<file path="src/rtl/fifo_ptr_pkg.sv">
// Shared async-FIFO pointer helpers: Gray/binary conversion and width helpers.
// Functions work on a wide vector; callers zero-extend and truncate to width.
package fifo_ptr_pkg;

    localparam int PMAX = 32;

    function automatic int ptrw(input int addrsize);
        return addrsize + 1;
    endfunction

    function automatic int depth(input int addrsize);
        return 1 << addrsize;
    endfunction

    // Leading zeros of a narrower pointer leave the low bits unchanged.
    function automatic logic [PMAX-1:0] gray2bin(input logic [PMAX-1:0] g);
        logic [PMAX-1:0] b;
        b[PMAX-1] = g[PMAX-1];
        for (int i = PMAX - 2; i >= 0; i--) begin
            b[i] = b[i+1] ^ g[i];
        end
        return b;
    endfunction

    function automatic logic [PMAX-1:0] bin2gray(input logic [PMAX-1:0] b);
        return b ^ (b >> 1);
    endfunction

endpackage

</file>
<file path="src/rtl/sync_vec_chain.sv">
// Generic N-flop vector synchronizer; only the first stage may go metastable.
// Used for both r2w and w2r pointer crossings.
module sync_vec_chain #(
    parameter int WIDTH  = 5,
    parameter int STAGES = 2
) (
    input  logic             clk,
    input  logic             rst_n,
    input  logic [WIDTH-1:0] d,
    output logic [WIDTH-1:0] q
);

    logic [WIDTH-1:0] s [STAGES];

    always_ff @(posedge clk or negedge rst_n) begin
        if (!rst_n) begin
            for (int i = 0; i < STAGES; i++) begin
                s[i] <= '0;
            end
        end else begin
            s[0] <= d;
            for (int i = 1; i < STAGES; i++) begin
                s[i] <= s[i-1];
            end
        end
    end

    assign q = s[STAGES-1];

endmodule

</file>
<file path="src/rtl/ptr_sync_r2w_mon.sv">
// Read->write Gray pointer synchronizer with write-side fill level,
// advance reporting, almost-full and a sticky illegal-jump monitor.
module ptr_sync_r2w_mon
    import fifo_ptr_pkg::*;
#(
    parameter int ADDRSIZE    = 4,
    parameter int SYNC_STAGES = 2,
    parameter int AF_MARGIN   = 2
) (
    input  logic              wclk,
    input  logic              wrst_n,
    input  logic [ADDRSIZE:0] rptr,
    input  logic [ADDRSIZE:0] wbin,
    input  logic              err_clr,
    output logic [ADDRSIZE:0] wq_rptr,
    output logic [ADDRSIZE:0] wq_rbin,
    output logic              w_rd_adv,
    output logic [ADDRSIZE:0] w_rd_delta,
    output logic [ADDRSIZE:0] wlevel,
    output logic              walmost_full,
    output logic              wptr_err
);

    localparam int PTRW  = ptrw(ADDRSIZE);
    localparam int DEPTH = depth(ADDRSIZE);

    localparam logic [PTRW-1:0] DEPTH_P = PTRW'(DEPTH);
    localparam logic [PTRW:0]   DEPTH_X = (PTRW+1)'(DEPTH);
    localparam logic [PTRW:0]   AF_X    = (PTRW+1)'(AF_MARGIN);

    if (SYNC_STAGES < 2 || SYNC_STAGES > 4) begin : g_bad_stages
        $error("SYNC_STAGES must be in 2..4");
    end

    if (AF_MARGIN < 0 || AF_MARGIN > DEPTH - 1) begin : g_bad_margin
        $error("AF_MARGIN must be in 0..DEPTH-1");
    end

    logic [PTRW-1:0] rbin_new;
    logic [PTRW-1:0] delta;
    logic [PTRW-1:0] lvl;
    logic            af;
    logic            err_set;

    sync_vec_chain #(
        .WIDTH (PTRW),
        .STAGES(SYNC_STAGES)
    ) u_sync (
        .clk  (wclk),
        .rst_n(wrst_n),
        .d    (rptr),
        .q    (wq_rptr)
    );

    always_comb begin
        rbin_new = PTRW'(gray2bin(PMAX'(wq_rptr)));
        delta    = rbin_new - wq_rbin;
        lvl      = wbin - rbin_new;
        // D - lvl <= margin, rearranged so it cannot underflow
        af       = ({1'b0, lvl} + AF_X) >= DEPTH_X;
        err_set  = (delta > DEPTH_P) || (lvl > DEPTH_P);
    end

    always_ff @(posedge wclk or negedge wrst_n) begin
        if (!wrst_n) begin
            wq_rbin      <= '0;
            w_rd_delta   <= '0;
            w_rd_adv     <= 1'b0;
            wlevel       <= '0;
            walmost_full <= 1'b0;
        end else begin
            wq_rbin      <= rbin_new;
            w_rd_delta   <= delta;
            w_rd_adv     <= (delta != '0);
            wlevel       <= lvl;
            walmost_full <= af;
        end
    end

    always_ff @(posedge wclk or negedge wrst_n) begin
        if (!wrst_n) begin
            wptr_err <= 1'b0;
        end else if (err_set) begin
            wptr_err <= 1'b1;
        end else if (err_clr) begin
            wptr_err <= 1'b0;
        end
    end

endmodule

</file>
<file path="config.mk">
export PLATFORM = sky130hd
export DESIGN_NAME = ptr_sync_r2w_mon
export DESIGN_NICKNAME = d
export VERILOG_FILES = /design/src/rtl/fifo_ptr_pkg.sv /design/src/rtl/sync_vec_chain.sv /design/src/rtl/ptr_sync_r2w_mon.sv
export SDC_FILE = /design/constraint.sdc
export NUM_CORES = 1
export LEC_CHECK = 0
export ABC_AREA = 1
export CAP_MARGIN = 20
export CORE_ASPECT_RATIO = 0.5
export CORE_UTILIZATION = 50
export CTS_CLUSTER_DIAMETER = 30
export DETAILED_ROUTE_END_ITERATION = 12
export PLACE_DENSITY = 0.92
export REMOVE_ABC_BUFFERS = 1
export SYNTH_ARGS = -nofsm -noshare
export SYNTH_HDL_FRONTEND = slang
export SYNTH_HIERARCHICAL = 1
export SYNTH_SLANG_ARGS = --single-unit
</file>
<file path="constraint.sdc">
create_clock -name wclk -period 6.8 [get_ports wclk]
set_clock_uncertainty 0.1 [all_clocks]
set_input_delay 1.36 -clock wclk [delete_from_list [all_inputs] [get_ports wclk]]
set_output_delay 1.36 -clock wclk [all_outputs]
set_load 0.02 [all_outputs]
</file>
==> summary.md <==
| Metric | Value |
|---|---|
| Postcts setup bufs | 0 |
| First-pass GRT wire length | 3970 um |
| Register bit total from synthesis | 28 |
| Setup_tns | 0 ps |
| Chip Width | approximately 74 um |
| Final global-route overflow total | 0 |
| Sink Count | 28 |
| Starting density of the core | 0.561 |
| Worst setup EP type | flop |
| Tightest Pin Transition | 349 ps |
| DP HPWL | ~1800 um |
| Worst path max stage delay | roughly 450 ps |
| Total track usage | 0.200 |
| Worst-Skew Late Latency | between 200 and 300 ps |
| # IOs | 36 |
| Avg Inst Size Synth | 9.88 um^2 |
| Core area | 0.00234 mm^2 |
| Post-DR vias/cell | just under 5 |
| Crit-path slowest cell | clkdlybuf4s50_1 |
| CP Class | in -> reg |
| Vias | 996 |
| Antenna cells | 0 |
| Post-DRT Antenna Nets | 0 |
| Crit path DAT | ~3200 ps |
| Die footprint | ~0.0028 mm^2 |
| Area growth, synth to finish | 31.9% |
| Largest area contributor in the netlist | dfrtp_1 |
| Synth Warn # | 6 |
| Filler cells | ~170 |
| Mapped cell area | between 0.001 and 0.0015 mm^2 |
| Clock root buffer | clkbuf_8 |
| Vias in the first global route | 942 |
| Critical Path Fanout Max | 3 |
| Worst setup SP type | input port |
| Gate Count Post-Synth | between 100 and 150 |
| Number of hold buffers added after cts | 0 |
| Slew HR | 0.767 |
| Largest net degree at the start of global routing | 29 |
| H-tree depth | 1 |
| DRC Markers | 0 |
| Initial antenna violation count | 0 |
| Final wirelength | roughly 2400 um |
| Maximum clock rate | 318 MHz |
| Critical Path RT | slightly below 7000 ps |
| Leakage power | 0.891 nW |
| Port Buf Inserts | 35 |
| Rows | 12 |
| DRT Pass-1 Iters | 4 |
| DR iter-0 viols | 40 |
| CP Cell Sequence | clkdlybuf4s50_1, inv_1, ha_1, inv_1, fa_1, or2_2, nor2_1, nand3_1, nand2_1, nand3_1 |
| RSZ-0062 raised after global routing | no |
| Post_cts resized | 0 |
| # placed instances | just under 200 |
| Clock buffer count from CTS | 3 |
| Yosys cell types | 16 |
| Share of cells above drive strength 1 | 0.0833 |
| Fin cells | 203 |
| Avg WL per Cell | between 10 and 15 um |
| CTS tree | done |
| Dominant cells by area after synthesis | dfrtp_1 (53%), nand2_1 (8.3%), inv_1 (7.7%), ha_1 (7.6%), nand3_1 (5.7%) |
| Final Setup Violations | 0 |
| Maximum vdd drop | ~0.14 mV |
| Most frequent cells in the layout | clkdlybuf4s50_1 (35), nand2_1 (29), dfrtp_1 (28) |
| Commonest non-fill, non-tap cell in the layout | clkdlybuf4s50_1 |
| Seq/Total Area, Yosys | 0.533 |
| Final Cycle Share | 0.463 |
| Yosys top cell area share | 0.533 |
| Status | finished, final reports clean |
| Placer Congestion | 0.848 |
| Clock Path Buffers | 2 |
| Worst hold path type | reg -> reg |
| Die Y-Extent | ~38 um |
| Tmin final | around 3100 ps |
| Number of max-cap violations | 0 |
| Pwr Total | about 0.00046 W |
| PwrDens | approximately 260 mW/mm^2 |
| Reg clk slew, reported paths | roughly 90 ps |
| Slew Limit Fails | 0 |
| Fin. Hold Viols | 0 |
| Net count, final | ~190 |
## critical path, delay by kind of cell
family / cells / cell delay [ps]
adder cells (fa/ha/maj): 2 / 630
AND/OR/NAND/NOR: 5 / 630
buffers and inverters: 3 / 580
## stage by stage
| step | util | hold slack (ps) | setup slack (ps) | area [um^2] |
|---|---|---|---|---|
| after floorplan | - | 231 | 3960 | 1280 |
| after global placement | 0.716 | 232 | 3450 | 1680 |
| after detailed placement | 0.716 | 237 | 3370 | 1680 |
| after CTS | 0.740 | 258 | 3660 | 1730 |
| after global routing | 0.740 | 264 | 3550 | 1730 |
| final | 0.740 | 254 | 3650 | 1730 |
## worst paths after layout
kind	startpoint	to	slack, ps	depth (start not counted)
min in group asynchronous	wrst_n	u_sync/q[4]	1350	2
min	u_sync/s[6]	u_sync/q[1]	250	0
max reg2reg	u_sync/q[4]	wptr_err	4040	17
max	wbin[0]	wptr_err	3650	10
max in group asynchronous	wrst_n	wlevel[0]	4970	2
min reg2reg	u_sync/s[6]	u_sync/q[1]	250	0
## cells by family (layout without fill, tap and decap cells)
| family | after synthesis | in the layout | share of synthesized area |
|---|---|---|---|
| xor gates and xnor gates | 2 | 2 | 0.0133 |
| adders and majority gates | 10 | 10 | 0.107 |
| DFF | 28 | 28 | 0.533 |
| AOI/OAI and AO/OA | 4 | 4 | 0.0152 |
| buffers and inverters | 32 | 67 | 0.106 |
| and+or+nand+nor | 57 | 57 | 0.226 |
## where the power goes
group          leakage [nW]  switching (W)  internal [W]
combinational         0.537      0.0000887     0.0000719
sequential            0.325     0.00000890      0.000190
clock                0.0288      0.0000470     0.0000518
## Yosys cell counts
library cell / number
a21oi_1: 4
and2_1: 1
buf_4: 5
dfrtp_1: 28
fa_1: 2
ha_1: 8
inv_1: 27
nand2_1: 29
nand2_2: 2
nand2_4: 5
nand3_1: 15
nand3_4: 1
nor2_1: 2
or2_1: 1
or2_2: 1
xnor2_1: 2
## flip-flops by register name (all words and copies together) (netlist names)
register	cells
w_rd_delta	5
wptr_err	1
u_sync/q	5
w_rd_adv	1
wq_rbin	5
walmost_full	1
wlevel	5
u_sync/s	5
## final cells by class
cell class / count / area (um^2) / share of cell area
sequential: 28 / 701 / 0.404
inverter: 27 / 101 / 0.0585
clock buffer: 4 / 55.1 / 0.0318
timing repair buffer: 36 / 358 / 0.206
multi-input combinational: 73 / 474 / 0.274
tap: 35 / 43.8 / 0.0253
## routing by layer
layer | vias up | GRT usage | wire [um]
met5 | - | 0 | 0
met4 | 0 | 0.0943 | 59
met3 | 8 | 0.0658 | 147
met2 | 44 | 0.372 | 1250
met1 | 476 | 0.211 | 954
li1 | 468 | - | -
Note: power is estimated with default switching activity, not from simulation.
